--- config.mk ---
export PLATFORM = sky130hd
export DESIGN_NAME = sha_padder
export DESIGN_NICKNAME = d
export VERILOG_FILES = /design/src/rtl/sha_padder.sv
export SDC_FILE = /design/constraint.sdc
export NUM_CORES = 2
export LEC_CHECK = 0
export CORE_AREA = 2 2 436 438
export CTS_CLUSTER_DIAMETER = 40
export DETAILED_ROUTE_END_ITERATION = 16
export DIE_AREA = 0 0 438 440
export GPL_ROUTABILITY_DRIVEN = 1
export PLACE_DENSITY = 0.54
export SYNTH_ARGS = -nofsm -noshare
export SYNTH_HDL_FRONTEND = slang
export SYNTH_SLANG_ARGS = --single-unit
--- constraint.sdc ---
create_clock -name clk -period 8.6 [get_ports clk]
set_input_delay 1.72 -clock clk [delete_from_list [all_inputs] [get_ports clk]]
set_output_delay 1.72 -clock clk [all_outputs]
set_load 0.02 [all_outputs]
--- src/rtl/sha_padder.sv ---
// FIPS 180-4 message padder in front of sha_engine.
// Packs a byte stream into blocks and appends the 0x80 marker and bit length.
package sha;
    typedef enum logic [2:0] {
        sha1, sha224, sha256, sha384, sha512, sha512_224, sha512_256
    } mode_t;
endpackage

module sha_padder
    import sha::*;
#(
    parameter int IN_BYTES = 8,
    parameter int LEN_W    = 64
) (
    input  logic                        clk,
    input  logic                        rstn,
    input  logic                        s_valid,
    output logic                        s_ready,
    input  logic [IN_BYTES*8-1:0]       s_data,
    input  logic                        s_last,
    input  logic [$clog2(IN_BYTES):0]   s_bytes,
    input  mode_t                       s_mode,
    output logic                        new_msg,
    output logic                        valid,
    output mode_t                       mode,
    output logic [1023:0]               msg,
    input  logic                        ready
);
    localparam int DW = IN_BYTES * 8;
    localparam int TW = LEN_W - 3;

    typedef enum logic [2:0] {
        ST_IDLE, ST_FILL, ST_SEND, ST_PAD_SEND, ST_LEN_SEND
    } state_t;

    typedef enum logic [1:0] {PD_NONE, PD_LEN, PD_PADLEN} pend_t;

    state_t          state_q, state_n;
    pend_t           pend_q, pend_n;
    logic [7:0]      off_q, off_n;
    logic [TW-1:0]   total_q, total_n;
    logic            first_q, first_n;
    logic [1023:0]   blk_n;
    mode_t           mode_n;

    logic            w, wl, busy_n;
    logic [7:0]      bsz, lsz, base, off_c, nb, new_off;
    logic [TW-1:0]   tot_c, tot_new;
    logic [6:0]      idx;
    logic [DW-1:0]   data;

    function automatic logic wide(mode_t m);
        return m inside {sha384, sha512, sha512_224, sha512_256};
    endfunction

    // Length sits in the low 8 or 16 bytes of the block, big-endian.
    function automatic logic [1023:0] put_len(logic [1023:0] b, logic wd,
                                              logic [TW-1:0] tot);
        logic [LEN_W-1:0] l;
        l = {tot, 3'b000};
        if (wd) b[127:0] = 128'(l);
        else    b[63:0]  = 64'(l);
        return b;
    endfunction

    always_comb begin
        state_n = state_q;
        pend_n  = pend_q;
        off_n   = off_q;
        total_n = total_q;
        first_n = first_q;
        mode_n  = mode;
        blk_n   = msg;
        idx     = '0;
        wl      = wide(mode);
        w       = wide((state_q == ST_IDLE) ? s_mode : mode);
        bsz     = w ? 8'd128 : 8'd64;
        lsz     = w ? 8'd16 : 8'd8;
        base    = w ? 8'd0 : 8'd64;
        off_c   = (state_q == ST_IDLE) ? 8'd0 : off_q;
        tot_c   = (state_q == ST_IDLE) ? '0 : total_q;
        nb      = s_last ? 8'(s_bytes) : 8'(IN_BYTES);
        new_off = off_c + nb;
        tot_new = tot_c + TW'(nb);
        data    = s_data;
        for (int i = 0; i < IN_BYTES; i++)
            if (s_last && 8'(i) >= nb) data[DW-1-8*i -: 8] = '0;

        unique case (state_q)
            ST_IDLE, ST_FILL: begin
                if (s_valid && s_ready) begin
                    if (state_q == ST_IDLE) begin
                        mode_n  = s_mode;
                        first_n = 1'b1;
                    end
                    idx = 7'(8'd127 - (base + off_c));
                    blk_n[{idx, 3'b111} -: DW] = data;
                    off_n   = new_off;
                    total_n = tot_new;
                    state_n = ST_FILL;
                    if (new_off == bsz) begin
                        // Full block; a last word defers padding to the next one.
                        state_n = ST_SEND;
                        off_n   = '0;
                        pend_n  = s_last ? PD_PADLEN : PD_NONE;
                    end else if (s_last) begin
                        idx = 7'(8'd127 - (base + new_off));
                        blk_n[{idx, 3'b111} -: 8] = 8'h80;
                        off_n = '0;
                        if (new_off + lsz < bsz) begin
                            blk_n   = put_len(blk_n, w, tot_new);
                            state_n = ST_PAD_SEND;
                        end else begin
                            state_n = ST_SEND;
                            pend_n  = PD_LEN;
                        end
                    end
                end
            end
            ST_SEND: begin
                if (ready) begin
                    first_n = 1'b0;
                    blk_n   = '0;
                    if (pend_q == PD_NONE) begin
                        state_n = ST_FILL;
                    end else begin
                        if (pend_q == PD_PADLEN)
                            blk_n[wl ? 10'd1023 : 10'd511 -: 8] = 8'h80;
                        blk_n   = put_len(blk_n, wl, total_q);
                        pend_n  = PD_NONE;
                        state_n = ST_LEN_SEND;
                    end
                end
            end
            ST_PAD_SEND, ST_LEN_SEND: begin
                if (ready) begin
                    first_n = 1'b0;
                    blk_n   = '0;
                    state_n = ST_IDLE;
                end
            end
            default: state_n = ST_IDLE;
        endcase

        busy_n = state_n inside {ST_SEND, ST_PAD_SEND, ST_LEN_SEND};
    end

    always_ff @(posedge clk or negedge rstn) begin
        if (!rstn) begin
            state_q <= ST_IDLE;
            pend_q  <= PD_NONE;
            off_q   <= '0;
            total_q <= '0;
            first_q <= 1'b0;
            msg     <= '0;
            mode    <= sha1;
            valid   <= 1'b0;
            s_ready <= 1'b0;
            new_msg <= 1'b0;
        end else begin
            state_q <= state_n;
            pend_q  <= pend_n;
            off_q   <= off_n;
            total_q <= total_n;
            first_q <= first_n;
            msg     <= blk_n;
            mode    <= mode_n;
            valid   <= busy_n;
            s_ready <= !busy_n;
            new_msg <= busy_n && first_n;
        end
    end
endmodule

-- Yosys cells after proc, flatten, opt, wreduce, memory -nomap -nowiden
Cells that the tools add are included.
Widths: inputs -> output; s select.
- register bits: 1105
- bits of input ports: 76
- output and inout bits: 1030
- logic and storage cells: 134
- add/subtract/negate cells: 10
- order comparisons: 9
- equality and inequality tests: 23
- shifts and indexed selects: 6
- mux-type cells: 51
- bitwise gates (word level): 1
- reduce and logical (&&, ||, !) cells: 24
- operators by type and width (cell ; count):
    $mux 1024 ; 7
    $pmux 1024 s3 ; 1
    $shift 8x12->1031 const A ; 2
    $shiftx 8x12->1031 const A ; 2
    $bwmux 1024 ; 2
    $shift 64x12->1087 const A ; 1
    $shiftx 64x12->1087 ; 1
    $and 1024x1024->1024 ; 1
    $mux 128 ; 1
    $mux 64 ; 2
    $mux 8 ; 12
    $add 61x4->61 ; 1
    $mux 61 ; 1
    $neg 10->12 ; 3
    $eq 3x3->1 const B ; 8
    $eq 3x2->1 const B ; 6
    $mux 2 ; 9
    $ge 3x4->1 const A ; 4
    $mux 3 ; 5
    $add 7x7->7 ; 2
    $sub 7x7->7 const A ; 2
    $logic_and 1x1->1 ; 10
    $mux 10 ; 1
    $pmux 3 s3 ; 1
    27 further kinds ; 39

-- Logic depth before layout (Yosys ltp)
- depth after elaboration: 17
- mapped depth: 28
- depth with buffers taken out: 21

-- Worst setup path before layout
No wires, ideal clock.
- path type: input-to-reg
- start point: in s_last
- end point: reg msg[46]
- library setup time: 0.124 ns
- arrival time: 6.817 ns
- required time: 8.476 ns
- setup slack: 1.659 ns
- stages on the path: 25
- buffers on the path: 6
- cells stage by stage: buf_1 > clkbuf_1 > and2_1 > ha_1 > fa_1 > a211oi_2 > o21a_1 > or2_1 > clkbuf_1 > inv_2 > buf_2 > ha_1 > o21ai_0 > a211oi_1 > o21ai_0 > nor2_1 > xor2_1 > ha_1 > and2_1 > a211o_1 > buf_6 > nor2_1 > buf_2 > nor4_1 > a211o_1
- cells in the longest elaborated chain, start to end: 12
- elaborated cells between the ends (all ways): 43
- ends and longest elaborated chain (item ; RTL line ; text):
    start, declared ; 20 ; input logic s_last,
    $mux 4 ; 82 ; nb = s_last ? 8'(s_bytes) : 8'(IN_BYTES);
    $add 8x4->8 (tied with other cells) ; 83 ; new_off = off_c + nb;
    $add 7x7->7 or $logic_and 1x1->1 (tied branches) ; 107, 87 ;
    $sub 7x7->7 or $mux 8 (tied branches) ; 107, 87 ;
    $neg 10->12 or $shiftx 64x12->1087 (tied branches) ; 108, 97 ;
    $shiftx 8x12->1031 (tied with other cells) ; 108 ; blk_n[{idx, 3'b111} -: 8] = 8'h80;
    $bwmux 1024 ; 108 ;
    $mux 128 ; 110 ; if (new_off + lsz < bsz) begin
    $mux 1024 ; 106 ; end else if (s_last) begin
    $mux 1024 * ; 101 ; if (new_off == bsz) begin
    $mux 1024 * ; 91 ; if (s_valid && s_ready) begin
    $pmux 1024 s3 * ; 89 ; unique case (state_q)
    end signal, assigned ; 166 ; msg <= blk_n;
    end, declared ; 26 ; output logic [1023:0] msg,
Mark *: on every way between the ends. The rest lies on a longest branch, timed or not. The select of a mux whose other input is x is not followed.
A chain may end at the register's enable or synchronous reset.

-- Worst setup path in the final report
- start point: in s_last
- end point: reg msg[53]
The elaborated chain is that of the path after synthesis.

==> results.txt <==
The run finished with clean final reports. The floorplan step set the die width to around 440 µm. The count of boundary I/O pins is between 1000 and 1500. Derived from the worst setup path, the maximum achievable clock frequency is between 100 and 150 MHz. The number of buffers inserted during clock tree synthesis came out at 188. The final clock period utilization by the worst path came out at a little over four fifths. The initial antenna violation count was between 60 and 70. For this design, the slowest cell found on the critical path is nor2_1. The most used flip-flop cell after synthesis is dfrtp_1. The biggest area consumer among synthesized cells is dfrtp_1.

The worst endpoint required time is around 9.3 ns. Setup repair after global routing left no endpoint under its margin. Counting every sink on the clock net gives between 1000 and 1500. The number of nets with antenna violations after routing is 0. In this run, synthesis inferred 0 flip-flops with an integrated enable. The most numerous cell type found on the critical path is o21ai_0. The aggregate global-route resource usage is ~37%. The total overflow left after global routing is 0. The final number of hold-violating endpoints was 0. The number of flip-flops and latches in the synthesized netlist is roughly 1100. A synthesized cell averages around 10 µm². Counting both buffers and inverters, the worst setup path holds a total of 5.

The placement-stage worst setup slack is ~0.83 ns. The netlist area before placement came out at around 0.054 mm². The sum of internal, switching and leakage power came out at 25.8 mW. For the worst-skew pair, the clock arrives at the later sink with an insertion delay of slightly below 0.9 ns.

The global-route wire length before repair came out at slightly below 500000 µm. The classification of the worst setup path is input pin to flip-flop. The via count of the first global-routing pass is between 50000 and 60000. The number of buffers between clock root and the deepest sink is 3. The clock period minus worst slack is about 7.2 ns.

The worst-case vdd ir drop is 372 µV. Dividing the detail-routed via count by the number of cells gives 6.24. STA classifies the critical path endpoint as a flip-flop.

The post-synthesis async set-or-reset flop share came out at 100%. Entering global routing, the biggest net connects about 170 pins. The count of final max-slew check failures came out at 0. The via count is 57800. The final number of setup-violating endpoints came out at 0.

The final weighted congestion of routability-driven global placement came out at around 1.0. In this run the core area contains between 150 and 200 standard-cell rows. The largest stage delay on the critical path is ~0.77 ns. The signal on the critical path passes through clkdlybuf4s50_1 -> buf_4 -> nand2_1 -> inv_1 -> fa_1 -> a211oi_2 -> buf_4 -> nor3_1 -> or2_1 -> inv_2 -> ha_1 -> o21ai_0 -> a211oi_1 -> o21ai_0 -> nor2_1 -> xor2_1 -> ha_1 -> nand2b_1 -> a21o_1 -> nor2_1 -> o21ai_0 -> a221o_1. The fraction of post-synthesis cell area in the top cell type by area came out at between 50% and 60%.

The post-route netlist has between 10% and 20% of its cells at a drive strength greater than 1. The filler-free cell count of the finished design is roughly 9300. After clock tree synthesis, the clock-pin slew on the worst setup and hold paths is approximately 0.050 ns.

The filler cell count came out at 18600. The post-placement cell count is a little under 9000. The kind of start point of the critical path is an input pin. The area added between synthesis and finish came out at 39.9%. The biggest fanout along the worst timing path came out at 18. The floorplan die area came out at ~0.19 mm². The power density over the cells came out at 342 mW/mm². The setup TNS is 0 ns. The height of the chip is 440 µm. Synthesis handed over a netlist of ~5400 instances.

The cell sitting at the root of the clock tree is a clkbuf_16. Ranked by total cell area, the synthesized netlist is headed by dfrtp_1, a22o_1, o2bb2ai_1. The pin slew with the least headroom to its limit is around 1.5 ns. The core footprint is roughly 0.19 mm². Yosys mapped the design onto roughly 100 distinct sky130hd cell types. The final layout contains roughly 6600 nets.

The total number of H-tree levels came out at 4. The min-delay analysis places its worst path in the category flip-flop to flip-flop. The worst setup margin came out at roughly 1.4 ns. The reported leakage power came out at slightly above 30 nW. The routed length per placed instance came out at approximately 40 µm. The total of warnings raised by yosys came out at 0.

The number of remaining DRC errors is 0. After detailed routing, the total wire length is around 370000 µm. Data arrives at the worst endpoint at slightly below 8 ns. The detailed router finished its first iteration with 7646 violations. In this run the tightest slew margin relative to its limit is under 10%. The initial core utilization came out at between 20% and 30%. The count of buffers inserted at the top-level ports came out at around 1100.

The first-pass detailed-route iteration total is 6. The number of resized instances in the post-cts repair step came out at 0. The proportion of synthesized chip area in sequential cells came out at 51.3%. The worst clock skew came out at ~0.047 ns. The placed wire-length estimate after detailed placement is about 280000 µm. The final design utilization came out at roughly two fifths. The synthesized net count is about 5500. The buffer count from post-CTS setup fixing came out at 0. The TritonCTS clock tree is built. The kind of cell with the highest combined delay on the critical path is compound AO/OA/AOI/OAI gates. The tool flagged a number of max-cap violations equal to 0. For this design, the CTS-stage hold fixing added 0 buffers.
## through the flow
step | area (µm²) | hold WS [ns]
after floorplan | 53900 | 0.446
after global placement | 68700 | 0.459
after detailed placement | 68700 | 0.468
after CTS | 75300 | 0.481
after global routing | 75400 | 0.493
final | 75400 | 0.479
## final timing paths
path,to,cells past startpoint,from,slack [ns]
min,msg[578],2,msg[578],0.48
max in group asynchronous,msg[1017],3,rstn,5.83
min in group asynchronous,msg[165],1,rstn,0.82
max reg2reg,msg[53],20,state_q[0],1.78
min reg2reg,msg[578],2,msg[578],0.48
max,msg[53],22,s_last,1.38
## cell usage in the layout, fill, tap and decap left out, types with 34 or more instances in the layout
cell type and count:
or3_1 68, a22o_1 478, nand2_1 583, a22oi_1 64, o211ai_1 62, nor2_1 323, o22ai_1 85, a31oi_1 42
o221ai_1 34, o21ai_0 470, a21oi_1 211, a21o_1 40, nand3_1 149, dfrtp_1 1104, o2bb2ai_1 310, nor3_1 134
and3_1 52, clkdlybuf4s50_1 1104, o21ai_1 101, buf_4 182, nand4_1 47, diode_2 48, o31ai_1 54, mux2i_1 48
clkbuf_16 193
## logic make-up (layout without fill, tap and decap cells)
group,Yosys count,count (layout),synth area share [%]
other,0,48,0
buffers and inverters,375,1690,2.79
adder cells (fa/ha/maj),15,15,0.376
AND/OR/NAND/NOR,1548,1548,13.4
flip-flops,1105,1105,51.3
XOR/XNOR,43,43,0.726
multiplexers,79,79,1.60
AO/OA/AOI/OAI,2230,2230,29.9
## synthesized netlist by cell type (57+ instances only)
master     instances
nor3_1           139
nor2_1           331
o21ai_0          475
o21ai_1          100
a22oi_1           64
or3_1             70
o31ai_1           57
o211ai_1          62
nand3_1          151
nand2_1          590
dfrtp_1         1105
a22o_1           478
clkbuf_1         261
o22ai_1           89
o2bb2ai_1        312
a21oi_1          216
## flip-flops by register name, summed over array words and instances (netlist names), 2 cells and up
signal / cells
total_q: 61
off_q: 8
msg: 1024
pend_q: 2
mode: 3
state_q: 3
## tightest hold or removal path, stage by stage, from the launching register on
cell,delay (ns)
dfrtp_1,0.34
nand2_1,0.05
o21ai_0,0.06
## final cells by class
cell class,instances,area [µm²],share of cell area (%)
diodes,48,120,0.159
repair buffers,1299,12700,16.8
well taps,2511,3140,4.16
flip-flops and latches,1105,27700,36.7
multi-input cells,3915,25100,33.3
clock buffers,236,5160,6.84
inverters,38,143,0.189
clock inverters,117,1430,1.89
## per-layer routing
metal	GRT usage, %	share of wire (%)	vias to the layer above
met2	55.8	44	3963
met3	11.8	11	903
met1	45.1	38	29700
met4	24.5	7.4	10
met5	0	0.019	-
li1	-	-	23200
## report_power, final
part	internal (mW)	total (mW)	switching (mW)
Clock	4.91	7.90	2.99
Sequential	5.67	6.09	0.427
Combinational	2.72	11.8	9.11
Note: power is estimated with default switching activity, not from simulation.
